## config.mk

```make
export PLATFORM = sky130hd
export DESIGN_NAME = if_fetch_stage_flat
export DESIGN_NICKNAME = d
export VERILOG_FILES = /design/src/rtl/if_fetch_stage_if.sv /design/src/rtl/if_fetch_stage.sv /design/src/flat_wrapper.sv
export SDC_FILE = /design/constraint.sdc
export NUM_CORES = 1
export LEC_CHECK = 0
export CORE_MARGIN = 2
export CORE_UTILIZATION = 50
export DETAILED_ROUTE_END_ITERATION = 10
export GPL_TIMING_DRIVEN = 1
export HOLD_SLACK_MARGIN = 0.15
export PLACE_DENSITY = 0.79
export SYNTH_ARGS = -nofsm -noshare
export SYNTH_HDL_FRONTEND = slang
export SYNTH_SLANG_ARGS = --single-unit
```

## constraint.sdc

```tcl
create_clock -name clk -period 16.54 [get_ports clk]
set_input_delay 3.308 -clock clk [delete_from_list [all_inputs] [get_ports clk]]
set_output_delay 3.308 -clock clk [all_outputs]
set_load 0.03 [all_outputs]
```

## src/rtl/if_fetch_stage_if.sv

```systemverilog
// Fetch-stage bus bundle: instruction-memory port plus the decode-facing
// output and execute-facing redirect signals.
interface if_fetch_stage_if;
  logic        imem_req;
  logic [31:0] imem_addr;
  logic [31:0] imem_rdata;
  logic        stall_i;
  logic        redirect_valid;
  logic [31:0] redirect_pc;
  logic [31:0] pc_if;
  logic [31:0] instruction_if;
  logic        if_valid;
  logic        fetch_err;
  logic [31:0] err_pc;
  logic [31:0] fetch_count;

  // Fetch stage side
  modport master (
    output imem_req, imem_addr, pc_if, instruction_if, if_valid,
           fetch_err, err_pc, fetch_count,
    input  imem_rdata, stall_i, redirect_valid, redirect_pc
  );

  // Memory / pipeline environment side
  modport slave (
    input  imem_req, imem_addr, pc_if, instruction_if, if_valid,
           fetch_err, err_pc, fetch_count,
    output imem_rdata, stall_i, redirect_valid, redirect_pc
  );
endinterface

```

## src/rtl/if_fetch_stage.sv

```systemverilog
// Instruction-fetch stage: holds the fetch PC, issues word reads to a
// one-cycle-latency memory, buffers returned words across decode stalls in a
// one-entry skid, applies redirects and flags illegal fetch targets.
module if_fetch_stage #(
  parameter logic [31:0] RESET_PC         = 32'h0000_0000,
  parameter int unsigned IMEM_DEPTH_WORDS = 1024,
  parameter logic [31:0] NOP_INSTR        = 32'h0000_0013
) (
  input logic               clk,
  input logic               rst,
  if_fetch_stage_if.master  bus
);

  localparam logic [32:0] ImemLimit = 33'(IMEM_DEPTH_WORDS) * 33'd4;

  logic [31:0] pc_q, pc_d;
  logic        pending_q, pending_d;
  logic [31:0] pend_pc_q, pend_pc_d;
  logic [31:0] out_pc_q, out_pc_d;
  logic [31:0] out_instr_q, out_instr_d;
  logic        out_valid_q, out_valid_d;
  logic [31:0] skid_pc_q, skid_pc_d;
  logic [31:0] skid_instr_q, skid_instr_d;
  logic        skid_full_q, skid_full_d;
  logic        err_q, err_d;
  logic [31:0] err_pc_q, err_pc_d;
  logic [31:0] count_q, count_d;

  logic [31:0] issue_addr;
  logic        want_issue;
  logic        addr_bad;
  logic        issue;
  logic        accept;

  // Issue decision. A full skid only exists while decode is stalled or in the
  // cycle the stall releases (when it drains), so gating on stall covers it and
  // lets issue resume in the release cycle without a bubble. A redirect issues
  // its target regardless, since the skid is flushed at the same edge.
  always_comb begin
    issue_addr = bus.redirect_valid ? bus.redirect_pc : pc_q;
    want_issue = !rst && !err_q && (bus.redirect_valid || !bus.stall_i);
    addr_bad   = (issue_addr[1:0] != 2'b00) || ({1'b0, issue_addr} >= ImemLimit);
    issue      = want_issue && !addr_bad;
    accept     = out_valid_q && !bus.stall_i && !bus.redirect_valid;
  end

  // Next-state for PC, pending read, output register, skid, error and counter.
  always_comb begin
    pc_d         = pc_q;
    pending_d    = 1'b0;
    pend_pc_d    = pend_pc_q;
    out_pc_d     = out_pc_q;
    out_instr_d  = out_instr_q;
    out_valid_d  = out_valid_q;
    skid_pc_d    = skid_pc_q;
    skid_instr_d = skid_instr_q;
    skid_full_d  = skid_full_q;
    err_d        = err_q;
    err_pc_d     = err_pc_q;
    count_d      = count_q;

    if (issue) begin
      pc_d      = issue_addr + 32'd4;
      pending_d = 1'b1;
      pend_pc_d = issue_addr;
    end

    if (want_issue && addr_bad) begin
      err_d    = 1'b1;
      err_pc_d = issue_addr;
    end

    if (accept && (count_q != 32'hFFFF_FFFF)) begin
      count_d = count_q + 32'd1;
    end

    if (bus.redirect_valid) begin
      // Flush: in-flight response dropped, buffered words discarded.
      out_valid_d = 1'b0;
      out_instr_d = NOP_INSTR;
      skid_full_d = 1'b0;
    end else if (!out_valid_q || accept) begin
      if (skid_full_q) begin
        // Skid drains first to keep order; a new response backfills it.
        out_pc_d    = skid_pc_q;
        out_instr_d = skid_instr_q;
        out_valid_d = 1'b1;
        skid_full_d = pending_q;
        if (pending_q) begin
          skid_pc_d    = pend_pc_q;
          skid_instr_d = bus.imem_rdata;
        end
      end else if (pending_q) begin
        out_pc_d    = pend_pc_q;
        out_instr_d = bus.imem_rdata;
        out_valid_d = 1'b1;
      end else begin
        out_valid_d = 1'b0;
        out_instr_d = NOP_INSTR;
      end
    end else if (pending_q) begin
      skid_pc_d    = pend_pc_q;
      skid_instr_d = bus.imem_rdata;
      skid_full_d  = 1'b1;
    end
  end

  // State registers with asynchronous reset.
  always_ff @(posedge clk or posedge rst) begin
    if (rst) begin
      pc_q         <= RESET_PC;
      pending_q    <= 1'b0;
      pend_pc_q    <= 32'h0;
      out_pc_q     <= RESET_PC;
      out_instr_q  <= NOP_INSTR;
      out_valid_q  <= 1'b0;
      skid_pc_q    <= 32'h0;
      skid_instr_q <= 32'h0;
      skid_full_q  <= 1'b0;
      err_q        <= 1'b0;
      err_pc_q     <= 32'h0;
      count_q      <= 32'h0;
    end else begin
      pc_q         <= pc_d;
      pending_q    <= pending_d;
      pend_pc_q    <= pend_pc_d;
      out_pc_q     <= out_pc_d;
      out_instr_q  <= out_instr_d;
      out_valid_q  <= out_valid_d;
      skid_pc_q    <= skid_pc_d;
      skid_instr_q <= skid_instr_d;
      skid_full_q  <= skid_full_d;
      err_q        <= err_d;
      err_pc_q     <= err_pc_d;
      count_q      <= count_d;
    end
  end

  assign bus.imem_req       = issue;
  assign bus.imem_addr      = issue_addr;
  assign bus.pc_if          = out_pc_q;
  assign bus.instruction_if = out_instr_q;
  assign bus.if_valid       = out_valid_q;
  assign bus.fetch_err      = err_q;
  assign bus.err_pc         = err_pc_q;
  assign bus.fetch_count    = count_q;

endmodule
```

## src/flat_wrapper.sv

```systemverilog
// flat-port wrapper written by rule: the top's interface ports become plain ports
module if_fetch_stage_flat 
#(
  parameter logic [31:0] RESET_PC         = 32'h0000_0000,
  parameter int unsigned IMEM_DEPTH_WORDS = 1024,
  parameter logic [31:0] NOP_INSTR        = 32'h0000_0013
)
  (clk, rst, bus_imem_req, bus_imem_addr, bus_pc_if, bus_instruction_if, bus_if_valid, bus_fetch_err, bus_err_pc, bus_fetch_count, bus_imem_rdata, bus_stall_i, bus_redirect_valid, bus_redirect_pc);
  if_fetch_stage_if bus_i ();
  input logic clk;
  input logic rst;
  output wire logic [$bits(bus_i.imem_req)-1:0] bus_imem_req;
  output wire logic [$bits(bus_i.imem_addr)-1:0] bus_imem_addr;
  output wire logic [$bits(bus_i.pc_if)-1:0] bus_pc_if;
  output wire logic [$bits(bus_i.instruction_if)-1:0] bus_instruction_if;
  output wire logic [$bits(bus_i.if_valid)-1:0] bus_if_valid;
  output wire logic [$bits(bus_i.fetch_err)-1:0] bus_fetch_err;
  output wire logic [$bits(bus_i.err_pc)-1:0] bus_err_pc;
  output wire logic [$bits(bus_i.fetch_count)-1:0] bus_fetch_count;
  input wire logic [$bits(bus_i.imem_rdata)-1:0] bus_imem_rdata;
  input wire logic [$bits(bus_i.stall_i)-1:0] bus_stall_i;
  input wire logic [$bits(bus_i.redirect_valid)-1:0] bus_redirect_valid;
  input wire logic [$bits(bus_i.redirect_pc)-1:0] bus_redirect_pc;
  assign bus_imem_req = bus_i.imem_req;
  assign bus_imem_addr = bus_i.imem_addr;
  assign bus_pc_if = bus_i.pc_if;
  assign bus_instruction_if = bus_i.instruction_if;
  assign bus_if_valid = bus_i.if_valid;
  assign bus_fetch_err = bus_i.fetch_err;
  assign bus_err_pc = bus_i.err_pc;
  assign bus_fetch_count = bus_i.fetch_count;
  assign bus_i.imem_rdata = bus_imem_rdata;
  assign bus_i.stall_i = bus_stall_i;
  assign bus_i.redirect_valid = bus_redirect_valid;
  assign bus_i.redirect_pc = bus_redirect_pc;
  if_fetch_stage #(.RESET_PC(RESET_PC), .IMEM_DEPTH_WORDS(IMEM_DEPTH_WORDS), .NOP_INSTR(NOP_INSTR)) u_core (.clk(clk), .rst(rst), .bus(bus_i));
endmodule
```

# Word-level counts from Yosys, hierarchy flattened
# Cells that the tools add are included.
[totals]
register_bits = 260
latchBits = 0
ram_bits = 0
mem_bits_ro = 0
in_bits = 68
output_inout_bits = 163
word_cells = 62
n_memories = 0
[classes]
addsub = 2
n_mul = 0
div_mod_pow = 0
order_cmp = 1
n_eq_ne = 2
n_shift = 0
mux = 22
bitwise = 1
reduce_logical = 22
[op_table]
columns = ["op", "n"]
rows = [
  ["2-to-1 mux 32 bit", 13],
  ["adder 32 x 1 -> 32 bit (second input constant)", 1],
  ["adder 32 x 3 -> 32 bit (second input constant)", 1],
  ["greater-or-equal comparator 32 x 13 -> 1 bit (second input constant)", 1],
  ["!= test 32 bit (second input constant)", 1],
  ["2-to-1 mux 1 bit", 9],
  ["logical AND 1 bit", 7],
  ["zero test 1 bit", 6],
  ["nonzero test 2 bit", 3],
  ["logical OR 1 bit", 3],
  ["AND reduction 3 bit", 1],
  ["nonzero test 3 bit", 1],
  ["!= test 2 x 1 -> 1 bit (second input constant)", 1],
  ["AND reduction 2 bit", 1],
  ["inverter 1 bit", 1],
]

# Depth between registers and ports, before layout
# Gate-level depths: netlist of run 1.
[depth]
ltp_word = 6
depth_mapped = 8
depth_no_buf = 7

# Least setup slack after synthesis of run 1
# OpenSTA, ideal clock, no wires.
[synth_timing]
path_type = "input to output"
from = "input bus_redirect_pc[26]"
to = "output bus_imem_req"
arrival_ns = 4.692
required_ns = 13.232
slack_ns = 8.540
path_stages = 6
n_path_buf = 1
cell_sequence = "nor4_1 -> nand2_1 -> a2111oi_4 -> nand3b_4 -> clkbuf_1 -> inv_1"
[synth_via]
elab_chain_len = 5
[synth_rtl]
columns = ["element", "line_no", "source"]
rows = [
  ["start, declared", "flat_wrapper.sv:23", "input wire logic [$bits(bus_i.redirect_pc)-1:0] bus_redirect_pc;"],
  ["2-to-1 mux 32 bit", "if_fetch_stage.sv:40", "issue_addr = bus.redirect_valid ? bus.redirect_pc : pc_q;"],
  ["greater-or-equal comparator 32 x 13 -> 1 bit", "if_fetch_stage.sv:42", "addr_bad = (issue_addr[1:0] != 2'b00) || ({1'b0, issue_addr} >= ImemLimit);"],
  ["logical OR 1 bit", "if_fetch_stage.sv:42", ""],
  ["zero test 1 bit", "if_fetch_stage.sv:43", "issue = want_issue && !addr_bad;"],
  ["logical AND 1 bit", "if_fetch_stage.sv:43", ""],
  ["end, declared", "flat_wrapper.sv:12", "output wire logic [$bits(bus_i.imem_req)-1:0] bus_imem_req;"],
]
# No other way between the ends.

# Worst setup path in the final report of run 1
[layout_timing]
from = "input bus_redirect_pc[1]"
to = "output bus_imem_req"
[layout_via]
elab_chain_len = 5
elab_cells_between_ends = 6
cone_classes = "1 x order compare; 1 x mux; 4 x reduce/logical"
[layout_rtl]
columns = ["element", "line_no"]
rows = [
  ["2-to-1 mux 32 bit *", "if_fetch_stage.sv:40"],
  ["greater-or-equal comparator 32 x 13 -> 1 bit / nonzero test 2 bit (equally long branches)", "if_fetch_stage.sv:42"],
  ["logical OR 1 bit *", "if_fetch_stage.sv:42"],
  ["zero test 1 bit *", "if_fetch_stage.sv:43"],
  ["logical AND 1 bit *", "if_fetch_stage.sv:43"],
]
# Every way passes the cells marked *; elsewhere a longest branch is shown, timed or not.

==> impl_metrics.toml, run 1 <==
[outcome]
status = "completed"

[critical_path]
arrival_ns = 6.29
worst_r2r_path_depth = 5
worstSetupEndpointType = "primary output"
path_max_fanout = 63
worst_ep_required_time_ns = 13.23
path_class = "in -> out"
timing.reg2reg.setup_slack_ns = 13.65
critPathLaunchType = "input port"

[layout]
final_cell_mix = "dfrtp_1, clkdlybuf4s50_1, mux2_2"
drive_gt1_frac = 0.1980
mostFrequentLayoutCell = "dfrtp_1"
final_core_util = 0.6666
fin_nets = 1145
area_growth_pct = 31.89
antenna_cells = 0

[placed_design]
gp_congestion = 0.7984
post-place-ws_ns = 6.889
hpwlAfterDp_um = 16110
port-buffer-count = 230

[sta]
rsz0062_at_grt = "false"
fin_setup_tns_ns = 0
worst_slack_ns = 6.942
hold_viol_final = 0
tightest_slew_ns = 1.080
slew_viol_final = 0
fmax_mhz = 104.2
setup_viol = 0
clock_skew_ns = 0.01570
post-route-period-util = 0.5803
final.min_clock_period_ns = 9.598
slew_headroom = 0.2781

[global_routing]
grt_max_degree = 135
overflow = 0
grt_usage = 0.2188
grt_pass1_vias = 7869
antenna_found_initial = 0
grt_pass1_wl_um = 41830

[floorplan]
coreArea_um2 = 21620
start_util = 0.5054
fp.dieW_um = 151.8
num_rows = 54
die_h_um = 151.8
ioPinCount = 231
dieArea_um2 = 23050

[synth]
async_reset_ff_frac = 1.000
synth_fp_nets = 924
ys_warn_count = 0
ys_ff_latch = 258
ys_types = 42
ys_seq_area_frac = 0.5912
synth_edf_count = 0
synth_cells = 853
syn_area_um2 = 10930
yosys_most_used_dff = "dfrtp_1"
avgSynthCellArea_um2 = 12.81

[routing]
vias = 7501
ant_nets = 0
avgViaCountPerCell = 5.451
drt_iter0_drc = 306
drc = 0
routedWlPerCell_um = 18.25
routed_wirelength_um = 25110
dr.pass1.iters = 4

[cts]
numCtsBuffers = 28
cts_hold_buf = 0
clockBufferDepth = 3
cts_num_sinks = 258
post_cts_buffers = 0
cts_resized = 0
clock_latency_ns = 0.53
cts_tree = "done"
path_clk_slew_ns = 0.06
cts_max_level = 1
cts_root_buf = "clkbuf_16"

[power]
power_density_nw_per_um2 = 118.9
power_leakage_nw = 6.427
ir_drop_mv = 0.09291
power.total_mw = 1.713

[min_path]
hold_path_class = "reg -> reg"
hold_depth = 2

[flow_run]
drv_cap = 0
-- worst paths after layout --
check | start | end
worst max-delay path | bus_redirect_pc[1] | bus_imem_req
max in group asynchronous | rst | u_core.skid_full_q$_DFFE_PP0P_
worst min register to register | u_core.bus.instruction_if[31]$_DFFE_PP0P_ | u_core.bus.instruction_if[31]$_DFFE_PP0P_
worst min-delay path | u_core.bus.instruction_if[31]$_DFFE_PP0P_ | u_core.bus.instruction_if[31]$_DFFE_PP0P_
min in group asynchronous | rst | u_core.bus.err_pc[20]$_DFFE_PP0P_
worst max register to register | u_core.pc_q[15]$_DFFE_PP0P_ | u_core.pc_q[6]$_DFFE_PP0P_
-- cells by family (layout without fill, tap and decap cells) --
group / count (synthesis) / in the layout / synth area share
compound gates: 115 / 115 / 0.06481
xor+xnor: 37 / 37 / 0.02966
fa+ha+maj: 3 / 3 / 0.003436
buf+inv: 55 / 298 / 0.02737
flops: 258 / 258 / 0.5912
mux: 185 / 185 / 0.1869
simple gates: 200 / 200 / 0.09664
-- worst max-delay path, cell delays in order --
cell and delay, ns:
clkdlybuf4s50_1 0.46, nor4_1 0.24, nand2_1 0.17, a2111oi_4 0.54, nand3b_4 0.63, inv_1 0.23
clkdlybuf4s50_1 0.70
-- cell usage after synthesis (8+ instances only) --
library cell / n / share of area
nand4_1: 17 / 0.0097
nand3_1: 13 / 0.0060
mux2_2: 147 / 0.15
o21ai_0: 30 / 0.014
clkbuf_1: 27 / 0.0093
nor2_1: 44 / 0.015
dfrtp_1: 255 / 0.58
nor4_1: 9 / 0.0052
and2_1: 45 / 0.026
a22oi_1: 30 / 0.021
xnor2_1: 32 / 0.026
a21oi_1: 42 / 0.019
nand2_1: 43 / 0.015
and3_1: 10 / 0.0057
and4_1: 10 / 0.0080
mux2i_1: 36 / 0.033
inv_1: 8 / 0.0027
-- sequential cells by signal, summed over array words and instances, names as in the netlist --
register and cells:
u_core.skid_full_q 1, u_core.skid_instr_q 32, u_core.pend_pc_q 32, u_core.bus.fetch_count 32, u_core.bus.pc_if 32, u_core.bus.if_valid 1
u_core.bus.fetch_err 1, u_core.skid_pc_q 32, u_core.pc_q 30, u_core.bus.instruction_if 32, u_core.pending_q 1, u_core.bus.err_pc 32
-- routing by layer --
layer  vias up  part of all wire  track usage
met3        58             0.054      0.04621
met4         0             0.029      0.07076
li1       3473                 -            -
met5         -                 0            0
met1      3770              0.43       0.2875
met2       200              0.49       0.3659
-- power breakdown --
part           total (mW)  switching [mW]  leakage, nW  internal, mW
Clock               0.679           0.251        0.504         0.428
Sequential          0.713          0.0287         3.48         0.684
Combinational       0.321           0.179         2.44         0.142
Total                1.71           0.459         6.43          1.25
-- area by class of cell --
class,instances,area [um2]
inverters,8,37.54
flip-flops and latches,258,6461
well taps,280,350.3
multi-input cells,540,4189
repair buffers,238,2357
fillers,1629,7209
clock buffers,38,789.5
clock inverters,14,226.5
-- through the flow --
step                instances  instance area (um2)  hold WS (ns)
CTS                      1376                14410        0.4826
finish                   1376                14410        0.4764
floorplan                 853                10930        0.4714
detailed placement       1324                13400        0.4696
global route             1376                14410        0.5010
global placement         1324                13400        0.4599
Note: power is estimated with default switching activity, not from simulation.
==> inputs of run 2 (changes only) <==
- CORE_UTILIZATION: 50 -> 46
- PLACE_DENSITY: 0.79 -> 0.76
- clock period: 16.54 -> 8.65 ns (I/O delays scaled with it)
==> run 2 against run 1 <==
  * Critical path depth down 1
  * Worst setup slack worse by 5.1 ns
  * Non-clock buffer count up 1
  * Cell area up 0.17%
  * Power up 88%
==> impl_metrics.toml, run 2 (same netlist as run 1, synthesis figures left out) <==
[sta]
post-route-period-util = 0.7831
slew_viol_final = 0
rsz0062_at_grt = "false"
slew_headroom = 0.2166
tightest_slew_ns = 1.175
clock_skew_ns = 0.008807
setup_viol = 0
fin_setup_tns_ns = 0
hold_viol_final = 0
final.min_clock_period_ns = 6.774
fmax_mhz = 147.6

[power]
swShare = 0.2728
clkPwrFrac = 0.388
power_frac_comb = 0.189
power_leakage_nw = 6.407
power_density_nw_per_um2 = 223.7
ir_drop_mv = 0.1752
seq_power_share = 0.423
power_switching_uw = 880.7
p_int_mw = 2.348

[cts]
post_cts_buffers = 0
cts_resized = 0
cts_hold_buf = 0
numCtsBuffers = 28
cts_max_level = 1
cts_root_buf = "clkbuf_16"
clock_latency_ns = 0.54
cts_num_sinks = 258
clockBufferDepth = 3
cts_tree = "done"
path_clk_slew_ns = 0.06

[global_routing]
grt_pass1_vias = 7630
grt_pass1_wl_um = 39470
grt_max_degree = 82
antenna_found_initial = 0
overflow = 0
grt_usage = 0.1957

[routing]
avgViaCountPerCell = 5.259
routedWlPerCell_um = 17.47
vias = 7447
routed_wirelength_um = 24740
drc = 0
drt_iter0_drc = 407
ant_nets = 0
dr.pass1.iters = 4

[critical_path]
path_depth = 6
crit_chain = "buf_2 > a22oi_1 > a2111oi_4 > nand3b_4 > inv_1 > clkdlybuf4s50_1"
worstReg2RegStart = "u_core.pc_q[15]$_DFFE_PP0P_"
critical_path.top_delay_family = "buffers and inverters"
crit_path_top_delay_cell = "buf_2"
timing.reg2reg.setup_slack_ns = 5.74
r2r_end = "u_core.pc_q[3]$_DFFE_PP0P_"
crit_buf_inv = 3
arrival_ns = 5.04
crit_path_max_incr_delay_ns = 0.86
worst_r2r_path_depth = 5
worstSetupEndpointType = "primary output"
path_max_fanout = 63
path_class = "in -> out"
worst_ep_required_time_ns = 6.92
critPathLaunchType = "input port"

[layout]
drive_gt1_frac = 0.2005
final_cell_mix = "dfrtp_1, clkdlybuf4s50_1, mux2_2"
layout.cells.non_filler = 1416
antenna_cells = 0
final_core_util = 0.6169
fin_nets = 1146
mostFrequentLayoutCell = "dfrtp_1"
area_growth_pct = 32.12
num-fill-cells = 1868
multi_input_area_um2 = 4189
regArea_um2 = 6461

[floorplan]
coreArea_um2 = 23400
num_rows = 56
fp.dieW_um = 158.1
dieArea_um2 = 25000
ioPinCount = 231
start_util = 0.4669
die_h_um = 158.1

[min_path]
hold_path_class = "reg -> reg"
hold_depth = 2
min_to = "u_core.bus.instruction_if[8]$_DFFE_PP0P_"
min_from = "u_core.bus.instruction_if[8]$_DFFE_PP0P_"

[flow_run]
drv_cap = 0

[placed_design]
hpwlAfterDp_um = 16080
placed_cells = 1364
gp_congestion = 0.7654
port-buffer-count = 230

[outcome]
status = "completed"
## run 2: cell count changes in the layout (fill, tap and decap cells not counted)
cell / change
clkinv_2: -1
bufinv_16: -2
buf_4: +1
clkbuf_1: -2
inv_8: -2
clkbuf_8: +3
clkinv_8: +1
inv_6: +1
clkinvlp_4: +3
clkbuf_16: -1
## run 2: how the worst max path moves through the flow
stage | start | end | slack, ns
final | bus_redirect_valid | bus_imem_req | 1.88
after floorplan | rst | u_core.bus.err_pc[0]$_DFFE_PP0P_ | 3.52
after CTS | bus_redirect_valid | bus_imem_req | 1.83
after global placement | bus_redirect_valid | bus_imem_req | 1.96
after detailed placement | bus_redirect_valid | bus_imem_req | 1.85
after global routing | bus_redirect_valid | bus_imem_req | 1.60
## run 2: per-stage QoR
step	total power, mW	instance area (um2)	hold slack, ns	setup WS, ns
global placement	1.993	13450	0.4605	1.960
CTS	3.267	14440	0.4834	1.827
global route	3.356	14440	0.5045	1.597
finish	3.229	14440	0.4795	1.876
floorplan	1.722	10930	0.4714	3.523
detailed placement	2.003	13450	0.4700	1.848
## run 2: power groups by stage
| stage | Sequential (mW) | Combinational, mW | Clock [mW] |
|---|---|---|---|
| global placement | 1.38 | 0.611 | 0 |
| global route | 1.38 | 0.645 | 1.33 |
| CTS | 1.37 | 0.618 | 1.28 |
| floorplan | 1.56 | 0.165 | 0 |
| finish | 1.37 | 0.611 | 1.25 |
| detailed placement | 1.39 | 0.616 | 0 |
## run 2: layer usage
metal / vias to the layer above / wire length, um / share of wire / track usage
met2: 199 / 11770 / 0.48 / 0.3246
met1: 3734 / 10800 / 0.44 / 0.2584
met4: 0 / 607 / 0.025 / 0.06049
li1: 3471 / - / - / -
met5: - / 0 / 0 / 0
met3: 43 / 1566 / 0.063 / 0.04243
## run 2: area by class of cell
class,count,share of cell area
inverters,8,0.002340
multi-input cells,540,0.2902
clock inverters,14,0.01317
repair buffers,239,0.1638
clock buffers,38,0.05530
well taps,319,0.02765
flip-flops and latches,258,0.4476
## run 2: worst reg2reg max path, stage by stage (launching register included)
cell and delay (ns):
dfrtp_1 0.40, nor4_1 0.56, mux2i_1 0.21, a2111oi_4 0.44, nand3b_4 0.63, mux2_4 0.56
